<file path="config.mk">
export PLATFORM = sky130hd
export DESIGN_NAME = if_fetch_stage
export DESIGN_NICKNAME = d
export VERILOG_FILES = /design/src/rtl/if_fetch_stage.sv
export SDC_FILE = /design/constraint.sdc
export NUM_CORES = 1
export LEC_CHECK = 0
export ABC_AREA = 1
export CAP_MARGIN = 20
export CORE_MARGIN = 5
export CORE_UTILIZATION = 55
export DETAILED_ROUTE_END_ITERATION = 8
export GPL_ROUTABILITY_DRIVEN = 0
export PLACE_DENSITY = 0.8
export SYNTH_ARGS = -nofsm -noshare
export SYNTH_HDL_FRONTEND = slang
export SYNTH_SLANG_ARGS = --single-unit
</file>
<file path="constraint.sdc">
create_clock -name clock -period 11.6 [get_ports clock]
set_input_delay 2.32 -clock clock [delete_from_list [all_inputs] [get_ports clock]]
set_output_delay 2.32 -clock clock [all_outputs]
set_load 0.02 [all_outputs]
</file>
<file path="src/rtl/if_fetch_stage.sv">
// RV32 instruction fetch stage: owns the PC, issues credit-limited imem requests, queues responses in order.
// Build macro IF_MISALIGN_TRAP_EN: misaligned redirects go to TRAP_VECTOR and pulse misalign_trap.
module if_fetch_stage #(
  parameter logic [31:0] RESET_PC    = 32'h0000_0000,
  parameter int unsigned QUEUE_DEPTH = 2,
  parameter logic [31:0] TRAP_VECTOR = 32'h0000_0100
) (
  input  logic        clock,
  input  logic        reset,
  input  logic        stall,
  input  logic        redirect_valid,
  input  logic [31:0] redirect_pc,
  output logic        imem_req,
  output logic [31:0] imem_addr,
  input  logic        imem_gnt,
  input  logic        imem_rvalid,
  input  logic [31:0] imem_rdata,
  output logic        out_valid,
  output logic [31:0] out_pc_address,
  output logic [31:0] output_instruc
`ifdef IF_MISALIGN_TRAP_EN
  ,
  output logic        misalign_trap
`endif
);

  localparam int unsigned PW      = (QUEUE_DEPTH > 1) ? $clog2(QUEUE_DEPTH) : 1;
  localparam int unsigned CW      = PW + 1;
  localparam logic [CW:0] DEPTH_C = (CW + 1)'(QUEUE_DEPTH);
  localparam logic [31:0] NOP     = 32'h0000_0013;

  typedef enum logic [0:0] {ST_RUN = 1'b0, ST_FLUSH = 1'b1} state_t;

  state_t        r_state;
  state_t        w_state_nxt;
  logic [31:0]   r_fetch_pc;
  logic [31:0]   w_fetch_pc_nxt;
  logic [CW-1:0] r_in_flight;
  logic [CW-1:0] r_drop_cnt;
  logic [CW-1:0] w_drop_nxt;
  logic [CW-1:0] r_q_cnt;
  logic [PW-1:0] r_q_rd;
  logic [PW-1:0] r_q_wr;
  logic [PW-1:0] r_t_rd;
  logic [PW-1:0] r_t_wr;
  logic [31:0]   r_q_pc  [QUEUE_DEPTH];
  logic [31:0]   r_q_ins [QUEUE_DEPTH];
  logic [31:0]   r_t_pc  [QUEUE_DEPTH];
  logic [31:0]   w_target;
  logic [CW:0]   w_occ;
  logic          w_grant;
  logic          w_pop;
  logic          w_push;
  logic          w_drop_resp;

`ifdef IF_MISALIGN_TRAP_EN
  logic w_misalign;
  logic r_trap;
  assign w_misalign    = (redirect_pc[1:0] != 2'b00);
  assign w_target      = w_misalign ? TRAP_VECTOR : redirect_pc;
  assign misalign_trap = r_trap;
`else
  logic w_unused;
  assign w_target = {redirect_pc[31:2], 2'b00};
  assign w_unused = ^{redirect_pc[1:0], TRAP_VECTOR};
`endif

  assign out_valid      = (r_q_cnt != {CW{1'b0}});
  assign out_pc_address = out_valid ? r_q_pc[r_q_rd] : 32'h0000_0000;
  assign output_instruc = out_valid ? r_q_ins[r_q_rd] : NOP;

  // A slot popped this cycle is already free, which keeps one fetch per cycle in steady state.
  assign w_pop       = out_valid & ~stall;
  assign w_occ       = {1'b0, r_in_flight} + {1'b0, r_q_cnt} - (CW + 1)'(w_pop);
  assign imem_req    = ~reset & (r_state == ST_RUN) & (w_occ < DEPTH_C);
  assign imem_addr   = r_fetch_pc;
  assign w_grant     = imem_req & imem_gnt;
  assign w_push      = imem_rvalid & ~redirect_valid & (r_drop_cnt == {CW{1'b0}});
  assign w_drop_resp = imem_rvalid & ~redirect_valid & (r_drop_cnt != {CW{1'b0}});

  // Next PC, wrong-path drop count and fetch FSM state.
  always_comb begin
    w_fetch_pc_nxt = r_fetch_pc;
    w_drop_nxt     = r_drop_cnt;
    w_state_nxt    = r_state;
    if (redirect_valid) begin
      w_fetch_pc_nxt = w_target;
      w_drop_nxt     = r_in_flight + CW'(w_grant) - CW'(imem_rvalid);
      w_state_nxt    = (w_drop_nxt != {CW{1'b0}}) ? ST_FLUSH : ST_RUN;
    end else begin
      if (w_grant) begin
        w_fetch_pc_nxt = r_fetch_pc + 32'd4;
      end else begin
        w_fetch_pc_nxt = r_fetch_pc;
      end
      if (w_drop_resp) begin
        w_drop_nxt = r_drop_cnt - CW'(1);
      end else begin
        w_drop_nxt = r_drop_cnt;
      end
      case (r_state)
        ST_RUN:   w_state_nxt = ST_RUN;
        ST_FLUSH: w_state_nxt = (w_drop_nxt == {CW{1'b0}}) ? ST_RUN : ST_FLUSH;
        default:  w_state_nxt = ST_RUN;
      endcase
    end
  end

  // Control state: PC, counters, FSM and queue pointers.
  always_ff @(posedge clock) begin
    if (reset) begin
      r_state     <= ST_RUN;
      r_fetch_pc  <= RESET_PC;
      r_in_flight <= {CW{1'b0}};
      r_drop_cnt  <= {CW{1'b0}};
      r_q_cnt     <= {CW{1'b0}};
      r_q_rd      <= {PW{1'b0}};
      r_q_wr      <= {PW{1'b0}};
      r_t_rd      <= {PW{1'b0}};
      r_t_wr      <= {PW{1'b0}};
    end else begin
      r_state     <= w_state_nxt;
      r_fetch_pc  <= w_fetch_pc_nxt;
      r_in_flight <= r_in_flight + CW'(w_grant) - CW'(imem_rvalid);
      r_drop_cnt  <= w_drop_nxt;
      if (w_grant) r_t_wr <= r_t_wr + PW'(1);
      if (imem_rvalid) r_t_rd <= r_t_rd + PW'(1);
      if (redirect_valid) begin
        r_q_cnt <= {CW{1'b0}};
        r_q_rd  <= {PW{1'b0}};
        r_q_wr  <= {PW{1'b0}};
      end else begin
        if (w_push) r_q_wr <= r_q_wr + PW'(1);
        if (w_pop) r_q_rd <= r_q_rd + PW'(1);
        r_q_cnt <= r_q_cnt + CW'(w_push) - CW'(w_pop);
      end
    end
  end

  // Storage: tag PCs of outstanding requests and the returned {PC, instruction} entries.
  always_ff @(posedge clock) begin
    if (w_grant) r_t_pc[r_t_wr] <= r_fetch_pc;
    if (w_push) begin
      r_q_pc[r_q_wr]  <= r_t_pc[r_t_rd];
      r_q_ins[r_q_wr] <= imem_rdata;
    end
  end

`ifdef IF_MISALIGN_TRAP_EN
  // One-cycle trap pulse following a misaligned redirect.
  always_ff @(posedge clock) begin
    if (reset) begin
      r_trap <= 1'b0;
    end else begin
      r_trap <= redirect_valid & w_misalign;
    end
  end
`endif

endmodule
</file>
==> out/metrics.csv, run 1 <==
stage,metric,value,unit
pwr,Final Power,1.99,mW
detailed_routing,vias,6794,
cells_and_area,fin cells,1300,
grt,initial antenna violation count,0,
cells_and_area,Final Util,70.8,%
status,outcome,"finished, final reports clean",
placed_design,# port buffers,161,
critical_path,crit-path max FO,3,
timing,fmax,142,MHz
detailed_routing,wire per inst,16.0,µm
placed_design,# placed instances,1258,
floorplan,Core Box Area,0.0173,mm²
cts,Root Driver,clkbuf_16,
cts,Skew-Pair Late Insertion Delay,490,ps
grt,grt ovf,0,
timing,max-slew violations,0,
cts,TritonCTS clock tree,built,
hold_path,worst min path class,reg2reg,
cells_and_area,"most common cell after layout, fill and taps aside",nand2_1,
grt,first-pass GRT wire length,33.0,mm
cts,hold_buf cts,0,
timing,crit path time final,7040,ps
cts,clk buf depth,3,
grt,GRT Total Usage,20.1,%
timing,Worst-Margin Slew,979,ps
timing,skew final,10.3,ps
cts,post-cts gate resize count,0,
cts,# Post-CTS Setup Buffers,0,
floorplan,die area,0.0203,mm²
detailed_routing,DRC Markers,0,
timing,RSZ-0062 raised after global routing,no,
logic_synthesis,"EDFF count, synth",184,
cells_and_area,nets@finish,1136,
detailed_routing,vias per cell,5.23,
floorplan,initial core utilization,55.9,%
critical_path,crit path DAT,4720,ps
timing,total negative setup slack,0,ps
logic_synthesis,post-synth top area share,57.1,%
detailed_routing,Post-DRT Antenna Nets,0,
timing,worst setup margin,4560,ps
logic_synthesis,Avg Synthesized Cell Area,10.7,µm²
critical_path,Critical Path Source Type,primary input,
logic_synthesis,"Distinct cells, synth",35,
flow_run,MaxCap Viol Count,0,
grt,pin count of the biggest net entering global routing,64,
cts,Clock Pin Slew Worst Setup and Hold Paths,60,ps
logic_synthesis,biggest area consumer among synthesized cells,edfxtp_1,
logic_synthesis,post-synthesis sequential area ratio,66.0,%
detailed_routing,Post-Route WL,20.8,mm
critical_path,Worst EP required,9280,ps
grt,vias in the first global route,6580,
pwr,pwr dens,162,mW/mm²
cts,CTS sink count,227,
cells_and_area,Syn-to-layout area delta,26.7,%
critical_path,Crit. End Element,primary output,
logic_synthesis,share of synthesized registers carrying an async set or reset,0,%
critical_path,kind of critical path,in2out,
cells_and_area,# diodes,0,
timing,final setup vio count,0,
logic_synthesis,#FFs+latches synth,227,
placed_design,Setup WS pre-CTS,4540,ps
detailed_routing,drt pass-1 iters,5,
pwr,peak supply drop,0.125,mV
placed_design,DP Wirelength,13.1,mm
cts,H-tree depth,1,
cells_and_area,most frequent cells in the layout,"nand2_1 (274), edfxtp_1 (184), clkdlybuf4s50_1 (161), a21oi_1 (81), inv_1 (68)",
logic_synthesis,top post-synthesis cells by area,"edfxtp_1 (57%), nand2_1 (11%), dfxtp_1 (8.9%), a21oi_1 (4.2%), mux2_2 (3.5%)",
timing,Worst slew margin,34.7,%
logic_synthesis,synthesized cell area,0.00967,mm²
logic_synthesis,Syn Inst Count,902,
logic_synthesis,yosys warns,0,
floorplan,Rows,48,
timing,Final period util,60.7,%
floorplan,Die Y,143,µm
floorplan,Die W,143,µm
pwr,leakage dissipation,4.39,nW
detailed_routing,1st-iter DRT viols,410,
logic_synthesis,Synth Flop Type,edfxtp_1,
cells_and_area,layout cells sized above 1,9.77,%
cts,TritonCTS buffer count,23,
timing,final hold violation count,0,
floorplan,io pins,168,
-- final timing paths --
| kind | start | end | slack, ps | cells past startpoint |
|---|---|---|---|---|
| worst max register to register | r_q_cnt[1]$_SDFF_PP0_ | r_drop_cnt[1]$_SDFF_PP0_ | 8140 | 14 |
| worst min register to register | r_t_rd$_SDFFE_PP0P_ | flop | 530 | 2 |
| worst max-delay path | stall | imem_req | 4560 | 9 |
| worst min-delay path | r_t_rd$_SDFFE_PP0P_ | flop | 530 | 2 |
-- cell families (layout without fill, tap and decap cells) --
family | count (synthesis) | count (layout) | synth area share, %
and+or+nand+nor | 402 | 402 | 17.5
DFF | 227 | 227 | 66.0
AOI/OAI and AO/OA | 116 | 116 | 6.35
buffers and inverters | 110 | 280 | 4.77
muxes | 30 | 30 | 3.49
xor gates and xnor gates | 9 | 9 | 0.815
adders and majority gates | 7 | 7 | 0.983
other | 1 | 4 | 0.0388
-- synthesized netlist by cell type (5+ instances only) --
cell type / count
a21oi_1: 81
nand2_1: 274
edfxtp_1: 184
clkbuf_1: 27
mux2_2: 30
nor2_1: 53
nand3_1: 46
o21ai_0: 20
ha_1: 6
inv_1: 68
o21bai_1: 6
xor2_1: 6
nor2_2: 5
nand3_2: 9
buf_4: 5
dfxtp_1: 43
-- final cells by class --
class | instances | area (µm²)
Clock buffer | 28 | 614
Clock inverter | 13 | 145
Fill cell | 1237 | 5040
Inverter | 70 | 265
Multi-Input combinational cell | 568 | 2880
Sequential cell | 227 | 6390
Tap cell | 225 | 282
Timing Repair Buffer | 169 | 1680
-- state kept, by name, indices dropped and copies added (netlist names), named ones only --
register / flops
r_in_flight: 2
r_t_rd: 1
r_q_wr: 1
r_state: 1
r_t_wr: 1
r_q_pc: 60
r_q_cnt: 2
r_drop_cnt: 2
r_q_rd: 1
imem_addr: 30
r_q_ins: 64
r_t_pc: 60
-- worst max-delay path, cell delays in order --
cell and delay, ps:
clkdlybuf4s50_1 450, nor3_1 330, o21ai_0 160, fa_1 550, nand2_2 80, nor2_4 110
nand2_1 80, inv_1 60, clkdlybuf4s50_1 590
-- through the flow --
| stage | instance area, µm² | hold slack (ps) |
|---|---|---|
| floorplan | 9690 | 460 |
| global placement | 11500 | 506 |
| detailed placement | 11500 | 511 |
| CTS | 12200 | 532 |
| global route | 12300 | 547 |
| finish | 12300 | 531 |
-- layer usage --
metal,share of wire [%],track usage (%),vias up,routed length [µm]
li1,-,-,3354,-
met1,45,27.8,3191,9320
met2,47,34.1,216,9770
met3,6.3,2.88,33,1300
met4,1.8,4.65,0,375
met5,0,0,-,0
-- where the power goes --
group	switching (mW)	leakage [nW]	internal (mW)
Sequential	0.0304	2.04	0.952
Clock	0.289	0.369	0.443
Combinational	0.163	1.98	0.113
No activity file was read; power rests on OpenSTA's default activity.
==> run 2: changes to the inputs <==
--- a/config.mk
+++ b/config.mk
@@ -8,10 +8,10 @@
 export ABC_AREA = 1
 export CAP_MARGIN = 20
 export CORE_MARGIN = 5
-export CORE_UTILIZATION = 55
+export CORE_UTILIZATION = 53
 export DETAILED_ROUTE_END_ITERATION = 8
 export GPL_ROUTABILITY_DRIVEN = 0
-export PLACE_DENSITY = 0.8
+export PLACE_DENSITY = 0.77
 export SYNTH_ARGS = -nofsm -noshare
 export SYNTH_HDL_FRONTEND = slang
 export SYNTH_SLANG_ARGS = --single-unit
==> constraint.sdc (replaced) <==
create_clock -name clock -period 7.3 [get_ports clock]
set_input_delay 1.46 -clock clock [delete_from_list [all_inputs] [get_ports clock]]
set_output_delay 1.46 -clock clock [all_outputs]
set_load 0.02 [all_outputs]
==> out/metrics.csv, run 2 (synthesis gave the netlist of run 1 again) <==
stage,metric,value,unit,change
detailed_routing,uppermost routed layer,met4,,
cts,Clock Pin Slew Worst Setup and Hold Paths,60,ps,about the same
critical_path,"Largest delay share family, worst path",buffers and inverters,,
cells_and_area,biggest regs,"r_q_ins: 64 flops, r_q_pc: 60 flops, r_t_pc: 60 flops",,
cts,Skew-Pair Late Insertion Delay,500,ps,about the same
timing,crit path time final,5300,ps,
cells_and_area,# diodes,0,,unchanged
detailed_routing,met3 WL,1.60,mm,+23%
cells_and_area,Sequential cell area,0.00639,mm²,unchanged
cells_and_area,Syn-to-layout area delta,27.3,%,
cts,TritonCTS buffer count,24,,+4.3%
cts,CTS sink count,227,,unchanged
detailed_routing,vias,6809,,+0.22%
placed_design,DP Wirelength,13.8,mm,+5.6%
critical_path,worst path bufs/invs,3,,unchanged
timing,Worst slew margin,38.6,%,+3.9 points
critical_path,crit path DAT,3840,ps,-880 ps
detailed_routing,Detail Route met2 WL,10.4,mm,+6.6%
detailed_routing,Post-DRT Antenna Nets,0,,unchanged
detailed_routing,wire per inst,16.5,µm,+3.0%
placed_design,Area after DPL,0.0115,mm²,+0.17%
grt,first-pass GRT wire length,34.4,mm,+4.2%
timing,Worst-Margin Slew,919,ps,-59.9 ps
pwr,Final Power,3.16,mW,+59%
critical_path,critical path's slowest cell,clkdlybuf4s50_1,,
critical_path,crit path cell chain,clkdlybuf4s50_1 > nor3_1 > o21ai_0 > fa_1 > nand2_2 > nor2_4 > nand2_1 > inv_1 > clkdlybuf4s50_1,,
pwr,peak supply drop,0.220,mV,+75%
cells_and_area,most frequent cells in the layout,"nand2_1 (274), edfxtp_1 (184), clkdlybuf4s50_1 (161), a21oi_1 (81), inv_1 (68)",,
timing,skew final,13.0,ps,+2.70 ps
detailed_routing,DRC Markers,0,,unchanged
cts,post-cts gate resize count,0,,unchanged
grt,initial antenna violation count,0,,unchanged
cells_and_area,post-route cell area,0.0123,mm²,+0.47%
critical_path,Crit. End Element,primary output,,
timing,final setup vio count,0,,unchanged
floorplan,die area,0.0211,mm²,+3.5%
critical_path,crit-path max FO,3,,unchanged
cts,Root Driver,clkbuf_16,,
floorplan,Rows,49,,+2.1%
cts,hold_buf cts,0,,unchanged
grt,pin count of the biggest net entering global routing,64,,unchanged
floorplan,Die Y,145,µm,+1.7%
hold_path,worst min path class,reg2reg,,
cts,TritonCTS clock tree,built,,
critical_path,Crit path largest cell delay,590,ps,about the same
pwr,pwr dens,257,mW/mm²,+58%
grt,GRT Total Usage,19.7,%,-0.37 points
timing,total negative setup slack,0,ps,unchanged
detailed_routing,Post-Route WL,21.6,mm,+3.8%
detailed_routing,vias per cell,5.20,,-0.54%
cells_and_area,layout cells sized above 1,10.2,%,+0.41 points
cells_and_area,"most common cell after layout, fill and taps aside",nand2_1,,
detailed_routing,wl on met1,9.32,mm,about the same
cells_and_area,Biggest register,r_q_ins,,
critical_path,kind of critical path,in2out,,
timing,final hold violation count,0,,unchanged
grt,vias in the first global route,6703,,+1.9%
floorplan,Die W,145,µm,+1.7%
detailed_routing,1st-iter DRT viols,426,,+3.9%
timing,fmax,189,MHz,
critical_path,Worst EP required,5840,ps,-3440 ps
cells_and_area,nets@finish,1140,,+0.35%
grt,grt ovf,0,,unchanged
detailed_routing,drt pass-1 iters,5,,unchanged
status,outcome,"finished, final reports clean",,
critical_path,Critical Path Source Type,primary input,,
floorplan,Core Box Area,0.0180,mm²,+3.9%
cts,# Post-CTS Setup Buffers,0,,unchanged
placed_design,# port buffers,161,,unchanged
floorplan,io pins,168,,unchanged
cells_and_area,number of flip-flops in the largest register,64,,unchanged
pwr,leakage dissipation,4.41,nW,+0.61%
timing,Final period util,72.6,%,
cts,clk buf depth,3,,unchanged
critical_path,Crit path top cell by count,clkdlybuf4s50_1,,
cells_and_area,# fillers,1382,,+12%
cts,H-tree depth,1,,unchanged
floorplan,initial core utilization,53.9,%,-2.1 points
timing,RSZ-0062 raised after global routing,no,,
flow_run,MaxCap Viol Count,0,,unchanged
timing,max-slew violations,0,,unchanged
cells_and_area,area of the multi-input gates,0.00288,mm²,unchanged
-- run 2: cell count changes in the layout (fill, tap and decap cells not counted) --
cell and change:
buf_16 +1, buf_4 +2, bufinv_16 -2, clkbuf_1 +2, clkbuf_16 +2, clkinv_1 -1
clkinvlp_2 +1, inv_8 +1
-- run 2: per-stage QoR --
step,hold WS [ps],utilization (%),instances,setup WS (ps)
global placement,507,64.0,1264,2030
detailed placement,506,64.0,1264,1990
global route,540,68.5,1310,1860
floorplan,460,-,905,2250
finish,515,68.5,1310,2000
CTS,514,68.3,1308,1980
-- run 2: worst paths after layout --
check	to	slack, ps	cells after the start	from
worst min register to register	r_state$_SDFF_PP0_	520	2	r_state$_SDFF_PP0_
worst min-delay path	r_state$_SDFF_PP0_	520	2	r_state$_SDFF_PP0_
worst max register to register	r_drop_cnt[1]$_SDFF_PP0_	3890	14	r_q_cnt[1]$_SDFF_PP0_
worst max-delay path	imem_req	2000	9	stall
-- run 2: cell type report --
cell class              count  share of cell area [%]
clock buffers              32                    5.46
clock inverters            12                   0.793
inverters                  70                    2.15
multi-input cells         568                    23.4
flip-flops and latches    227                    51.9
well taps                 229                    2.33
repair buffers            172                    14.0
-- run 2: routing by layer --
metal | vias up | track usage (%)
met3 | 17 | 3.43
li1 | 3366 | -
met5 | - | 0
met4 | 0 | 4.15
met2 | 241 | 33.2
met1 | 3185 | 27.3
-- run 2: power breakdown --
group | internal, mW | total [mW] | switching [mW]
Clock | 0.685 | 1.16 | 0.471
Combinational | 0.182 | 0.443 | 0.261
Sequential | 1.51 | 1.56 | 0.0490
Total | 2.38 | 3.16 | 0.781
-- run 2: worst register-to-register path: stages (launching register included) --
cell     delay, ps
dfxtp_1        420
inv_1           90
nor3_1         260
o21ai_0        160
fa_1           530
nand2_2         80
nor2_4         110
nand3_4        330
ha_1           420
inv_1           40
ha_1           180
xnor2_1        190
xor2_1         280
nor2_1          70
o21a_1         170
==> run 3: changes to the inputs <==
--- a/config.mk
+++ b/config.mk
@@ -8,10 +8,10 @@
 export ABC_AREA = 1
 export CAP_MARGIN = 20
 export CORE_MARGIN = 5
-export CORE_UTILIZATION = 53
+export CORE_UTILIZATION = 48
 export DETAILED_ROUTE_END_ITERATION = 8
 export GPL_ROUTABILITY_DRIVEN = 0
-export PLACE_DENSITY = 0.77
+export PLACE_DENSITY = 0.73
 export SYNTH_ARGS = -nofsm -noshare
 export SYNTH_HDL_FRONTEND = slang
 export SYNTH_SLANG_ARGS = --single-unit
==> constraint.sdc (replaced) <==
create_clock -name clock -period 4.5 [get_ports clock]
set_input_delay 0.9 -clock clock [delete_from_list [all_inputs] [get_ports clock]]
set_output_delay 0.9 -clock clock [all_outputs]
set_load 0.02 [all_outputs]
==> out/metrics.csv, run 3 (synthesis gave the netlist of run 1 again) <==
stage,metric,value,unit,change
status,outcome,"finished, final reports clean",,
detailed_routing,wire per inst,15.7,µm,-4.4%
critical_path,crit path DAT,3290,ps,-550 ps
cells_and_area,nets@finish,1143,,+0.26%
timing,Min Hold Slack,522,ps,+6.87 ps
pwr,pwr dens,417,mW/mm²,+62%
timing,crit path time final,4190,ps,
critical_path,kind of critical path,in2out,,
cts,Skew-Pair Late Insertion Delay,500,ps,about the same
critical_path,Worst EP required,3600,ps,-2240 ps
placed_design,# port buffers,161,,unchanged
timing,Final period util,93.2,%,
timing,final hold violation count,0,,unchanged
cts,# Post-CTS Setup Buffers,0,,unchanged
critical_path,Critical Path Source Type,primary input,,
detailed_routing,1st-iter DRT viols,384,,-9.9%
cells_and_area,Syn-to-layout area delta,28.0,%,
cts,H-tree depth,1,,unchanged
grt,vias in the first global route,6660,,-0.64%
cts,Root Driver,clkbuf_16,,
cts,CTS sink count,227,,unchanged
detailed_routing,Post-Route WL,21.3,mm,-1.2%
detailed_routing,DRC Markers,0,,unchanged
timing,final setup vio count,0,,unchanged
critical_path,crit-path max FO,3,,unchanged
timing,total negative setup slack,0,ps,unchanged
flow_run,MaxCap Viol Count,0,,unchanged
critical_path,Crit. End Element,primary output,,
floorplan,io pins,168,,unchanged
grt,pin count of the biggest net entering global routing,63,,-1.6%
timing,skew final,12.0,ps,-0.963 ps
timing,RSZ-0062 raised after global routing,no,,
grt,GRT Total Usage,17.6,%,-2.1 points
pwr,peak supply drop,0.226,mV,+2.9%
detailed_routing,vias,6803,,-0.088%
floorplan,Die W,152,µm,+4.7%
cts,Clock Pin Slew Worst Setup and Hold Paths,50,ps,about the same
timing,max-slew violations,0,,unchanged
detailed_routing,drt pass-1 iters,7,,+2
floorplan,Die Y,152,µm,+4.7%
grt,initial antenna violation count,0,,unchanged
cts,TritonCTS clock tree,built,,
grt,first-pass GRT wire length,33.6,mm,-2.4%
cells_and_area,layout cells sized above 1,10.3,%,+0.16 points
floorplan,die area,0.0231,mm²,+9.7%
floorplan,Core Box Area,0.0200,mm²,+12%
cts,hold_buf cts,0,,unchanged
detailed_routing,Post-DRT Antenna Nets,0,,unchanged
cells_and_area,biggest regs,"r_q_ins: 64 flops, r_q_pc: 60 flops, r_t_pc: 60 flops",,
pwr,leakage dissipation,4.43,nW,+0.29%
grt,grt ovf,0,,unchanged
cells_and_area,most frequent cells in the layout,"nand2_1 (274), edfxtp_1 (184), clkdlybuf4s50_1 (161), a21oi_1 (81), inv_1 (68)",,
cts,post-cts gate resize count,0,,unchanged
timing,fmax,238,MHz,
cells_and_area,# diodes,0,,unchanged
floorplan,initial core utilization,48.3,%,-5.6 points
hold_path,worst min path class,reg2reg,,
timing,Worst slew margin,53.5,%,+15 points
detailed_routing,vias per cell,5.02,,-3.3%
cts,clk buf depth,3,,unchanged
cells_and_area,number of flip-flops in the largest register,64,,unchanged
cts,TritonCTS buffer count,24,,unchanged
placed_design,DP Wirelength,14.2,mm,+2.4%
cells_and_area,Biggest register,r_q_ins,,
floorplan,Rows,52,,+6.1%
timing,Worst-Margin Slew,695,ps,-224 ps
cells_and_area,"most common cell after layout, fill and taps aside",nand2_1,,
-- run 3: cell types whose count changed in the layout (fill, tap and decap cells not counted), moves of 2 or more --
cell,previous run,this run
nor2_2,5,7
buf_4,9,11
buf_12,1,3
nor2_4,7,5
clkinv_2,4,6
-- run 3: per-layer routing --
metal | global-route usage (%) | share of wire, % | vias up | wire (µm)
li1 | - | - | 3367 | -
met1 | 23.1 | 44 | 3160 | 9320
met2 | 30.2 | 48 | 243 | 10200
met3 | 2.84 | 6.3 | 33 | 1340
met4 | 5.74 | 2.1 | 0 | 456
met5 | 0 | 0 | - | 0
-- run 3: layout make-up --
cell class	count	area (µm²)
Clock inverter	13	116
Multi-Input combinational cell	568	2870
Clock buffer	31	658
Sequential cell	227	6390
Tap cell	270	338
Inverter	70	265
Fill cell	1625	7650
Timing Repair Buffer	175	1750
-- run 3: final timing paths --
| kind | from | end | slack (ps) | cells after the start |
|---|---|---|---|---|
| setup reg to reg | r_q_cnt[1]$_SDFF_PP0_ | r_drop_cnt[1]$_SDFF_PP0_ | 1450 | 14 |
| hold / removal | r_state$_SDFF_PP0_ | r_state$_SDFF_PP0_ | 520 | 2 |
| setup / recovery | stall | imem_req | 310 | 9 |
| hold reg to reg | r_state$_SDFF_PP0_ | r_state$_SDFF_PP0_ | 520 | 2 |
-- run 3: power by group --
part           internal, mW  leakage [nW]  switching (mW)
clock                  1.15         0.378           0.758
combinational         0.306          2.01           0.424
sequential             2.45          2.04          0.0768
-- run 3: critical path: stages --
cell	delay (ps)
clkdlybuf4s50_1	450
nor3_1	330
o21ai_0	160
fa_1	530
nand2_2	70
nor2_4	110
nand2_1	80
inv_1	60
clkdlybuf4s50_1	590
-- run 3: per-stage QoR --
| step | util, % | std cells | power (mW) | worst slack [ps] | area [µm²] |
|---|---|---|---|---|---|
| 3_3_place_gp | 57.9 | 1310 | 3.28 | 381 | 11600 |
| 2_1_floorplan | - | 905 | 2.99 | 14.7 | 9690 |
| 4_1_cts | 61.8 | 1354 | 5.21 | 294 | 12400 |
| 5_1_grt | 61.8 | 1354 | 5.38 | 231 | 12400 |
| 6_report | 61.8 | 1354 | 5.16 | 306 | 12400 |
| 3_5_place_dp | 57.9 | 1310 | 3.30 | 302 | 11600 |
